`config.mk`:
```
export PLATFORM = sky130hd
export DESIGN_NAME = instr_fetch_queue
export DESIGN_NICKNAME = d
export VERILOG_FILES = /design/src/rtl/cpu_pkg.sv /design/src/rtl/sync_fifo.sv /design/src/rtl/instr_fetch_queue.sv
export SDC_FILE = /design/constraint.sdc
export NUM_CORES = 1
export LEC_CHECK = 0
export ABC_AREA = 1
export CORE_AREA = 2 2 123 125
export CTS_BUF_LIST = sky130_fd_sc_hd__clkbuf_4
export DETAILED_ROUTE_END_ITERATION = 12
export DIE_AREA = 0 0 125 127
export PLACE_DENSITY = 0.77
export SYNTH_ARGS = -nofsm -noshare
export SYNTH_HDL_FRONTEND = slang
export SYNTH_SLANG_ARGS = --single-unit
```
`constraint.sdc`:
```
create_clock -name mem_clk -period 8.35 [get_ports mem_clk]
set_clock_uncertainty 0.05 [all_clocks]
set_input_delay 0.835 -clock mem_clk [delete_from_list [all_inputs] [get_ports mem_clk]]
set_output_delay 0.835 -clock mem_clk [all_outputs]
set_load 0.02 [all_outputs]
```
`src/rtl/cpu_pkg.sv`:
```
// Shared CPU front-end definitions: opcode encodings, default widths and the fetch FSM states.
package cpu_pkg;

    localparam int PC_WIDTH_DEF    = 15;
    localparam int INSTR_WIDTH_DEF = 24;

    localparam int OPC_MSB = 23;
    localparam int OPC_LSB = 20;

    localparam logic [3:0] OPC_NOP = 4'b1000;
    localparam logic [3:0] OPC_JMP = 4'b0111;

    typedef enum logic [1:0] {
        S_IDLE   = 2'd0,
        S_RUN    = 2'd1,
        S_BUBBLE = 2'd2
    } fetch_state_e;

    function automatic logic is_nop(input logic [3:0] opc);
        return opc == OPC_NOP;
    endfunction

endpackage

```
`src/rtl/sync_fifo.sv`:
```
// Registered-output synchronous FIFO with flush; push while full is legal only alongside pop.
module sync_fifo #(
    parameter int WIDTH = 8,
    parameter int DEPTH = 4,
    localparam int AW   = $clog2(DEPTH),
    localparam int CW   = AW + 1
) (
    input  logic             clk,
    input  logic             rst,
    input  logic             push,
    input  logic             pop,
    input  logic             flush,
    input  logic [WIDTH-1:0] wdata,
    output logic [WIDTH-1:0] rdata,
    output logic [CW-1:0]    count
);

    logic [WIDTH-1:0] mem_q [DEPTH];
    logic [WIDTH-1:0] mem_d [DEPTH];
    logic [AW-1:0]    wr_ptr_q, wr_ptr_d;
    logic [AW-1:0]    rd_ptr_q, rd_ptr_d;
    logic [CW-1:0]    count_q, count_d;

    always_comb begin
        mem_d    = mem_q;
        wr_ptr_d = wr_ptr_q;
        rd_ptr_d = rd_ptr_q;
        count_d  = count_q;
        if (flush) begin
            wr_ptr_d = '0;
            rd_ptr_d = '0;
            count_d  = '0;
        end else begin
            if (push) begin
                mem_d[wr_ptr_q] = wdata;
                wr_ptr_d        = wr_ptr_q + AW'(1);
            end
            if (pop) begin
                rd_ptr_d = rd_ptr_q + AW'(1);
            end
            count_d = count_q + CW'(push) - CW'(pop);
        end
    end

    // Storage is not reset; occupancy alone decides what is valid.
    always_ff @(posedge clk) begin
        mem_q <= mem_d;
    end

    always_ff @(posedge clk or posedge rst) begin
        if (rst) begin
            wr_ptr_q <= '0;
            rd_ptr_q <= '0;
            count_q  <= '0;
        end else begin
            wr_ptr_q <= wr_ptr_d;
            rd_ptr_q <= rd_ptr_d;
            count_q  <= count_d;
        end
    end

    assign rdata = mem_q[rd_ptr_q];
    assign count = count_q;

endmodule

```
`src/rtl/instr_fetch_queue.sv`:
```
// Fetch stage: PC, fetch FSM, redirect flush and a small {pc, instr} queue towards decode.
// FETCH_NOP_SQUASH_EN drops NOP words before they are queued and counts them.
module instr_fetch_queue
    import cpu_pkg::*;
#(
    parameter int                  PC_WIDTH    = PC_WIDTH_DEF,
    parameter int                  INSTR_WIDTH = INSTR_WIDTH_DEF,
    parameter int                  FIFO_DEPTH  = 4,
    parameter logic [PC_WIDTH-1:0] RESET_PC    = '0,
    localparam int                 CW          = $clog2(FIFO_DEPTH) + 1
) (
    input  logic                   mem_clk,
    input  logic                   mem_rst,
    input  logic                   fetch_en,
    output logic [PC_WIDTH-1:0]    fetch_pc,
    input  logic [INSTR_WIDTH-1:0] fetch_instr,
    input  logic                   redirect_valid,
    input  logic [PC_WIDTH-1:0]    redirect_pc,
    output logic                   out_valid,
    input  logic                   out_ready,
    output logic [INSTR_WIDTH-1:0] out_instr,
    output logic [PC_WIDTH-1:0]    out_pc,
`ifdef FETCH_NOP_SQUASH_EN
    output logic [15:0]            nop_squash_cnt,
`endif
    output logic [CW-1:0]          q_count
);

    localparam int EW = PC_WIDTH + INSTR_WIDTH;

    fetch_state_e          state_q, state_d;
    logic [PC_WIDTH-1:0]   pc_q, pc_d;
    logic                  fetch_slot;
    logic                  redirect_armed;
    logic                  redirect_take;
    logic                  deq;
    logic                  fetch_ok;
    logic                  push;
    logic                  fifo_full;
    logic [EW-1:0]         head;

    always_ff @(posedge mem_clk or posedge mem_rst) begin
        if (mem_rst) begin
            state_q <= S_IDLE;
        end else begin
            state_q <= state_d;
        end
    end

    always_comb begin
        state_d = state_q;
        case (state_q)
            S_IDLE:   state_d = S_RUN;
            S_RUN:    state_d = redirect_take ? S_BUBBLE : S_RUN;
            S_BUBBLE: state_d = redirect_take ? S_BUBBLE : S_RUN;
            default:  state_d = S_IDLE;
        endcase
    end

    always_comb begin
        fetch_slot     = 1'b0;
        redirect_armed = 1'b0;
        case (state_q)
            S_RUN: begin
                fetch_slot     = 1'b1;
                redirect_armed = 1'b1;
            end
            S_BUBBLE: redirect_armed = 1'b1;
            default: begin
                fetch_slot     = 1'b0;
                redirect_armed = 1'b0;
            end
        endcase
    end

    // A redirect beats every handshake, including a dequeue in the same cycle.
    assign redirect_take = redirect_valid && redirect_armed;
    assign fifo_full     = (q_count == CW'(FIFO_DEPTH));
    assign deq           = out_valid && out_ready && !redirect_valid;
    assign fetch_ok      = fetch_slot && fetch_en && !redirect_valid && (!fifo_full || deq);

`ifdef FETCH_NOP_SQUASH_EN
    logic        squash;
    logic [15:0] squash_cnt_q, squash_cnt_d;

    assign squash = fetch_ok && is_nop(fetch_instr[OPC_MSB:OPC_LSB]);
    assign push   = fetch_ok && !squash;

    always_comb begin
        squash_cnt_d = squash_cnt_q;
        if (squash && (squash_cnt_q != 16'hFFFF)) begin
            squash_cnt_d = squash_cnt_q + 16'd1;
        end
    end

    always_ff @(posedge mem_clk or posedge mem_rst) begin
        if (mem_rst) begin
            squash_cnt_q <= '0;
        end else begin
            squash_cnt_q <= squash_cnt_d;
        end
    end

    assign nop_squash_cnt = squash_cnt_q;
`else
    assign push = fetch_ok;
`endif

    always_comb begin
        pc_d = pc_q;
        if (redirect_take) begin
            pc_d = redirect_pc;
        end else if (fetch_ok) begin
            pc_d = pc_q + PC_WIDTH'(1);
        end
    end

    always_ff @(posedge mem_clk or posedge mem_rst) begin
        if (mem_rst) begin
            pc_q <= RESET_PC;
        end else begin
            pc_q <= pc_d;
        end
    end

    sync_fifo #(
        .WIDTH (EW),
        .DEPTH (FIFO_DEPTH)
    ) u_fifo (
        .clk   (mem_clk),
        .rst   (mem_rst),
        .push  (push),
        .pop   (deq),
        .flush (redirect_take),
        .wdata ({pc_q, fetch_instr}),
        .rdata (head),
        .count (q_count)
    );

    assign fetch_pc  = pc_q;
    assign out_valid = (q_count != '0);
    assign out_pc    = out_valid ? head[EW-1:INSTR_WIDTH] : '0;
    assign out_instr = out_valid ? head[INSTR_WIDTH-1:0] : '0;

endmodule

```
==> metrics, run 1 <==
Sw Ratio=0.399; Total GRT Usage=0.207; Hold Fails Final Rpt=0; CP Launch Type=flip-flop; CTS Root Cell=clkbuf_4; clock sink total=180; Post-Syn Instances=between 600 and 700; status=completed; Hold Buf Count CTS=0; Cell Pwr Density=roughly 360 nW/µm²; initial antenna violation count=0; ranking of synthesized cells by area=edfxtp_1 62%, nor2_1 8.8%, dfrtp_1 7.9%; Synth Area in Adders=0.0191; first-pass GRT wire length=~26 mm; clock period minus worst slack=around 4200 ps; vias=~5,300; Worst slew margin=0.162; switching power=about 1.3 mW; Placed Area=between 8000 and 9000 µm²; FILL cells=1,146; DR WL/cell=roughly 17 µm; multi-input logic area=~2000 µm²; share of cells above drive strength 1=0.0711; Post-Synth Simple-Gate Area=0.141; mean post-synth cell area=11.3 µm²; worst skew pair latency=560 ps; vias in the first global route=5,139; grt ovf=0; CP max stage delay=around 950 ps; dominant cell type by area after synthesis=edfxtp_1; Mapped Area=7590 µm²; FP Rows=44; most frequent cells in the layout=174 x nor2_1, 156 x edfxtp_1, 101 x clkdlybuf4s50_1; Worst Path Required=about 7500 ps; pins over their slew limit=0; Slowest cell on crit path=dfrtp_2; I/O Pins=102; layout overhead on the synthesized area=18.6%; first-pass detailed-route iteration total=7; final RePlAce weighted congestion=0.823; Synth Register Bits=180; cts repair resizes=0; register area share after synthesis=0.696; HPWL after DPL=about 9.6 mm; syn nets=approximately 730; post-synth top area share=0.617; post-synth cell types=29; Final nets=slightly above 800; Reg power frac=0.396; Power Total=around 3.2 mW; Hold Slack=536 ps; ant diodes=0; die footprint=roughly 16,000 µm²; dpl ws=4650 ps; multiplexer share of the synthesized area=0.00132; placed cell count=~900; Final Util=0.624; crit path DAT=3350 ps; VDD IR max=slightly below 0.3 mV; WS Path Type=reg2out; max cap viols=0; final WL=approximately 16 mm; clock share of power=0.163; RSZ-0062 raised after global routing=no; GR Util met3=0.0423; commonest non-fill, non-tap cell in the layout=nor2_1; Iteration-0 DRC Markers=470; CP Cell Sequence=inv_2 > nor2_1 > o21ai_0 > a21oi_1 > clkdlybuf4s50_1; DRT antenna net count=0; post-synthesis compound-gate area fraction=0.0913; CTS tree=yes; Core Footprint=about 14,000 µm²; Finished Layout Cells=around 960; H-tree levels=4; synth warn=0; Logic pwr share=0.441; worst-margin pin slew=around 1300 ps; DRC Markers=0; period utilization=0.507; fmax=236 MHz; Setup WS post-layout=between 4000 and 5000 ps; HP Class=reg2reg; Finished Cell Area=between 9000 and 10,000 µm²; largest family of logic cells by synthesized area=simple AND/OR/NAND/NOR gates; Starting Density=0.526; met1 Track Usage GR=0.275; die span in x=around 130 µm; clk buf depth=2; Leak=3.21 nW; vias per inst=5.49; internal power=1.93 mW; Most Used Layer, Global Route=met2; number of CTS-inserted buffers=17; die height=~130 µm; post-CTS setup buffer count=0; Worst-path clk slew=130 ps; endpoint class of the critical path=primary output; crit path max fanout=42; Reg area=~5300 µm²; Setup Total Neg Slack=0 ps; met2 Use GR=0.342; Port-buffer cells=101; Setup-failing EPs final=0; xor-xnor portion of the synthesized cell area=0.00692; largest net degree at the start of global routing=82
-- cell families (layout without fill, tap and decap cells) --
family          Yosys count  after routing
compound gates          137            137
xor+xnor                  6              6
flops                   180            180
mux                       1              1
buf+inv                  68            171
simple gates            268            268
fa+ha+maj                11             11
-- Yosys cell counts --
library cell	count
o22ai_1	2
edfxtp_1	156
nor2_4	1
nor2_2	3
nand4_1	4
clkbuf_1	8
nor3_1	1
nand2_1	58
xnor2_1	3
nand3_1	19
ha_1	10
a21oi_1	44
buf_2	12
a31oi_1	2
nor2_1	178
mux2i_1	1
dfrtp_1	24
nand3_2	1
o21ai_0	64
buf_6	5
nand2_2	3
fa_1	1
xor2_1	3
buf_4	6
inv_2	5
inv_1	28
clkbuf_2	4
o31ai_1	1
o21ai_1	24
-- registers in the layout (all words and copies together) (netlist names) --
register / flops
u_fifo.mem_q: 156
u_fifo.count: 3
u_fifo.wr_ptr_q: 2
fetch_pc: 15
u_fifo.rd_ptr_q: 2
state_q: 2
-- critical path: cells and delay by family (launching register included) --
kind                   cells  cell delay (ps)
AO/OA/AOI/OAI              2              370
buffers and inverters      2             1240
AND/OR/NAND/NOR            1              230
flip-flops                 1              950
-- metal layers --
layer  vias up  routed length (µm)  share of wire
li1       2493                   -              -
met1      2539                7030           0.43
met2       208                8120           0.49
met3        22                1070          0.065
met4         0                 255          0.015
met5         -                   0              0
-- area by class of cell --
type                            instances  area share
Tap cell                              184      0.0256
Clock inverter                         11      0.0175
Multi-Input combinational cell        423       0.222
Clock buffer                           21      0.0175
Inverter                               33      0.0138
Sequential cell                       180       0.587
Timing Repair Buffer                  106       0.116
-- power groups by stage --
stage | combinational [mW] | clock (mW) | sequential [mW]
after floorplan | 0.865 | 0 | 1.27
after global placement | 1.39 | 0 | 1.28
after detailed placement | 1.42 | 0 | 1.29
after CTS | 1.43 | 0.528 | 1.27
after global routing | 1.55 | 0.561 | 1.29
final | 1.42 | 0.523 | 1.27
-- worst paths after layout --
| kind | start | to | slack (ps) | depth (start not counted) |
|---|---|---|---|---|
| min in group asynchronous | mem_rst | fetch_pc[6] | 730 | 2 |
| max in group asynchronous | mem_rst | u_fifo.rd_ptr_q[1] | 6840 | 2 |
| worst max register to register | state_q[1] | u_fifo.count[2] | 5750 | 11 |
| worst min register to register | state_q[1] | state_q[0] | 540 | 2 |
| worst max-delay path | u_fifo.rd_ptr_q[1] | out_pc[5] | 4120 | 5 |
| worst min-delay path | state_q[1] | state_q[0] | 540 | 2 |
(Power assumes the default switching activity.)
==> inputs of run 2 (changes only) <==
Settings changed: CORE_AREA 2 2 123 125 to 2 2 126 128, DIE_AREA 0 0 125 127 to 0 0 128 130.
Clock period 8.35 ns to 3.8 ns, I/O delays scaled along.
==> metrics, run 2 (synthesized netlist as in run 1, its figures left out) <==
die span in x=128 µm; first-pass detailed-route iteration total=5; Hold Slack=approximately 290 ps; status=completed; post-CTS setup buffer count=0; vias per inst=roughly 5.4; dpl ws=1000 ps; Iteration-0 DRC Markers=~450; HP Class=in2async; Worst slew margin=0.362; DRC Markers=0; vias=5,241; final WL=around 16 mm; Setup-failing EPs final=0; endpoint class of the critical path=primary output; Setup Total Neg Slack=0 ps; Leak=3.24 nW; Finished Cell Area=a little over 9000 µm²; CP Launch Type=flip-flop; layout overhead on the synthesized area=19.8%; Total GRT Usage=0.207; crit path DAT=approximately 2900 ps; H-tree levels=4; CTS Root Cell=clkbuf_4; Final nets=roughly 820; WS Path Type=reg2out; cts repair resizes=0; Largest Register=u_fifo.mem_q; pins over their slew limit=0; commonest non-fill, non-tap cell in the layout=nor2_1; vias in the first global route=between 5,000 and 6,000; Cell Pwr Density=between 700 and 800 nW/µm²; Port-buffer cells=101; VDD IR max=0.490 mV; largest net degree at the start of global routing=79; HPWL after DPL=~10 mm; crit path max fanout=39; Hold Buf Count CTS=0; DR WL/cell=around 17 µm; Placed Area=around 8800 µm²; Power Total=7.15 mW; fmax=301 MHz; max cap viols=0; most frequent cells in the layout=174 x nor2_1, 156 x edfxtp_1, 101 x clkdlybuf4s50_1; die footprint=16,600 µm²; Core Footprint=approximately 15,000 µm²; final RePlAce weighted congestion=between 0.8 and 0.9; die height=between 100 and 150 µm; FP Rows=46; Worst-path clk slew=between 100 and 150 ps; Starting Density=0.492; clock sink total=180; clock period minus worst slack=roughly 3300 ps; Hold Fails Final Rpt=0; number of CTS-inserted buffers=17; ant diodes=0; max reg flops=156; clk buf depth=2; Worst Path Required=~3400 ps; grt ovf=0; CTS tree=yes; Setup WS post-layout=just under 500 ps; first-pass GRT wire length=between 20 and 30 mm; worst skew pair latency=about 550 ps; share of cells above drive strength 1=0.0757; worst-margin pin slew=between 900 and 1000 ps; I/O Pins=approximately 100; initial antenna violation count=0; RSZ-0062 raised after global routing=no; period utilization=0.873; DRT antenna net count=0
run 2: cell count changes in the layout (fill, tap and decap cells not counted), sizes merged:
cell | before | now
buf | 5 | 10
bufinv | 4 | 5
clkbuf | 21 | 18
clkinvlp | 1 | 4
inv | 34 | 33
run 2: per-stage QoR:
| step | instances | util |
|---|---|---|
| after floorplan | 671 | - |
| after global placement | 939 | 0.567 |
| after detailed placement | 939 | 0.567 |
| after CTS | 971 | 0.590 |
| after global routing | 971 | 0.590 |
| final | 971 | 0.590 |
run 2: final timing paths:
check	from	end	slack, ps	depth (start not counted)
worst min-delay path	mem_rst	state_q[1]	290	2
worst max register to register	state_q[1]	u_fifo.count[2]	1260	11
worst max-delay path	u_fifo.rd_ptr_q[1]	out_pc[5]	480	5
min in group mem_clk	redirect_pc[6]	fetch_pc[6]	340	3
worst min register to register	state_q[1]	state_q[0]	530	2
max in group asynchronous	mem_rst	u_fifo.rd_ptr_q[1]	2770	2
run 2: metal layers:
metal  wire length (µm)  vias up  GRT usage  part of all wire
li1                   -     2499          -                 -
met1               7230     2548      0.269              0.44
met2               8110      175      0.353              0.49
met3                863       19     0.0414             0.053
met4                235        0     0.0692             0.014
met5                  0        -          0                 0
run 2: layout make-up:
class | count | area [µm²]
clock buffer | 18 | 135
clock inverter | 14 | 210
fill | 1261 | 6330
inverter | 33 | 124
multi-input combinational | 423 | 2000
sequential | 180 | 5290
tap | 192 | 240
timing repair buffer | 111 | 1100
run 2: worst max-delay path, cell delays in order (launching register included):
cell and delay [ps]:
dfrtp_2 660, inv_2 440, nor2_1 210, o21ai_0 110
a21oi_1 250, clkdlybuf4s50_1 660
run 2: power breakdown:
group | switching, mW | internal (mW)
combinational | 1.92 | 1.27
clock | 0.621 | 0.591
sequential | 0.298 | 2.46
total | 2.84 | 4.32
==> inputs of run 3 (changes only) <==
Settings changed: CORE_AREA 2 2 126 128 to 2 2 129 131, DIE_AREA 0 0 128 130 to 0 0 131 133, PLACE_DENSITY 0.77 to 0.78, SYNTH_HIERARCHICAL set to 1.
==> metrics, run 3 <==
number of synthesized flops with an enable pin=between 150 and 200; DRC Markers=0; die span in x=around 130 µm; final WL=around 16 mm; Worst R2R End=u_fifo/mem_q[57]; vias=5,418; clock sink total=between 150 and 200; Reg area=approximately 5300 µm²; max cap viols=0; Core Footprint=about 16,000 µm²; Total GRT Usage=0.187; Setup Total Neg Slack=0 ps; hold_sp=redirect_pc[0]; max reg flops=156; worst skew pair latency=560 ps; hold depth=3; dominant cell type by area after synthesis=edfxtp_1; final RePlAce weighted congestion=a little under 0.8; Largest Register=u_fifo/mem_q; clock period minus worst slack=roughly 3300 ps; Post-Synth Simple-Gate Area=0.124; commonest non-fill, non-tap cell in the layout=edfxtp_1; pins over their slew limit=0; CP Launch Type=flip-flop; first-pass detailed-route iteration total=5; ranking of synthesized cells by area=edfxtp_1 57%, dfrtp_1 7.4%, inv_1 6.7%; Worst Path Required=about 3400 ps; Hold Slack=between 300 and 400 ps; H-tree levels=4; fmax=about 300 MHz; endpoint class of the critical path=primary output; crit path DAT=about 2900 ps; Post-Syn Instances=around 760; die footprint=about 17,000 µm²; Synth Area in Adders=0.0178; mean post-synth cell area=roughly 11 µm²; vias in the first global route=~5,200; Starting Density=0.505; first-pass GRT wire length=between 20 and 25 mm; Leak=approximately 3.9 nW; Final nets=roughly 900; xor-xnor portion of the synthesized cell area=0.00429; register area share after synthesis=0.648; Cell Pwr Density=740 nW/µm²; die height=roughly 130 µm; Hold Fails Final Rpt=0; CTS Root Cell=clkbuf_4; initial antenna violation count=0; DRT antenna net count=0; Mapped Area=8160 µm²; most frequent cells in the layout=156 x edfxtp_1, 146 x inv_1, 117 x nand2_1; placed cell count=roughly 1,100; Iteration-0 DRC Markers=around 440; Synth Register Bits=between 150 and 200; ys async rst share=0.133; post-synth top area share=0.574; worst-margin pin slew=825 ps; ant diodes=0; Worst-path clk slew=between 100 and 150 ps; FILL cells=between 1,000 and 1,500; hold endpoint=fetch_pc[0]; number of CTS-inserted buffers=17; Worst slew margin=0.450; Finished Layout Cells=1,089; share of cells above drive strength 1=0.0875; HPWL after DPL=about 10 mm; I/O Pins=102; WS Path Type=reg2out; worst reg2reg path depth=8; clk buf depth=2; vias per inst=between 4 and 5; R2R Setup Slk=about 770 ps; post-synth cell types=35; ys flop type=edfxtp_1; syn nets=roughly 810; top cells by count, synth=156 x edfxtp_1, 146 x inv_1, 117 x nand2_1; grt ovf=0; CTS tree=yes; RSZ-0062 raised after global routing=no; HP Class=in2reg; post-synthesis compound-gate area fraction=0.0994; Setup-failing EPs final=0; multi-input logic area=2090 µm²; Port-buffer cells=around 100; DR WL/cell=about 14 µm; status=completed; period utilization=0.868; synth warn=6; FP Rows=47; VDD IR max=0.489 mV; Critical R2R Launch=state_q[0]; largest family of logic cells by synthesized area=simple AND/OR/NAND/NOR gates; multiplexer share of the synthesized area=0.00613; most frequent cell after synthesis=edfxtp_1; layout overhead on the synthesized area=18.5%; largest net degree at the start of global routing=around 110; crit path max fanout=43
run 3: changes by cell type in the layout (fill, tap and decap cells not counted), sizes merged, moves of 4 or more:
cell    change
inv       +118
nor2      -106
nand2      +64
o211ai     +39
o21ai      -38
mux2i       +4
or2         +4
run 3: repair_timing:
item,in CTS,in global routing
hold buffers,1,0
setup endpoints to repair,0,3
gates resized for setup,0,0
setup buffers,0,1
hold endpoints to repair,7,0
run 3: area by class of cell:
class                      count  share of cell area
multi-input combinational    394               0.216
clock inverter                15              0.0162
tap                          220              0.0285
inverter                     149              0.0579
clock buffer                  17              0.0132
sequential                   180               0.547
timing repair buffer         114               0.121
run 3: routing by layer:
metal	GRT usage	part of all wire	up-vias
li1	-	-	2703
met1	0.250	0.44	2522
met2	0.300	0.49	172
met3	0.0445	0.055	21
met4	0.0638	0.017	0
met5	0	0	-
run 3: worst max-delay path, cell delays in order, from the launching register on:
cell	delay [ps]
dfrtp_2	920
buf_4	380
o211ai_1	150
nand2_1	100
inv_1	40
nor2_1	80
clkdlybuf4s50_1	610
run 3: cell families after synthesis:
kind of cell,after synthesis
simple gates,235
xor+xnor,4
flops,180
compound gates,139
mux,5
fa+ha+maj,11
buf+inv,185
run 3: worst max path at each step:
stage                       start  depth (start not counted)          endpoint
2_1_floorplan          state_q[0]                          8   u_fifo/mem_q[0]
3_3_place_gp       redirect_valid                          7  u_fifo/mem_q[54]
3_5_place_dp       redirect_valid                          7  u_fifo/mem_q[53]
4_1_cts        u_fifo/rd_ptr_q[0]                          6      out_instr[3]
5_1_grt        u_fifo/rd_ptr_q[1]                          6     out_instr[21]
6_report       u_fifo/rd_ptr_q[1]                          6     out_instr[21]
run 3: power by group:
| group | switching, mW | internal, mW | leakage, nW |
|---|---|---|---|
| logic | 1.91 | 1.39 | 2.05 |
| clock network | 0.643 | 0.392 | 0.142 |
| registers | 0.394 | 2.42 | 1.67 |
run 3: stage by stage:
stage	area, µm²	util	power [mW]	setup WS [ps]
6_report	9670	0.598	7.15	500
5_1_grt	9670	0.598	7.64	303
4_1_cts	9640	0.596	7.16	208
3_5_place_dp	9340	0.578	6.13	634
3_3_place_gp	9340	0.578	6.06	698
2_1_floorplan	8160	-	4.93	402
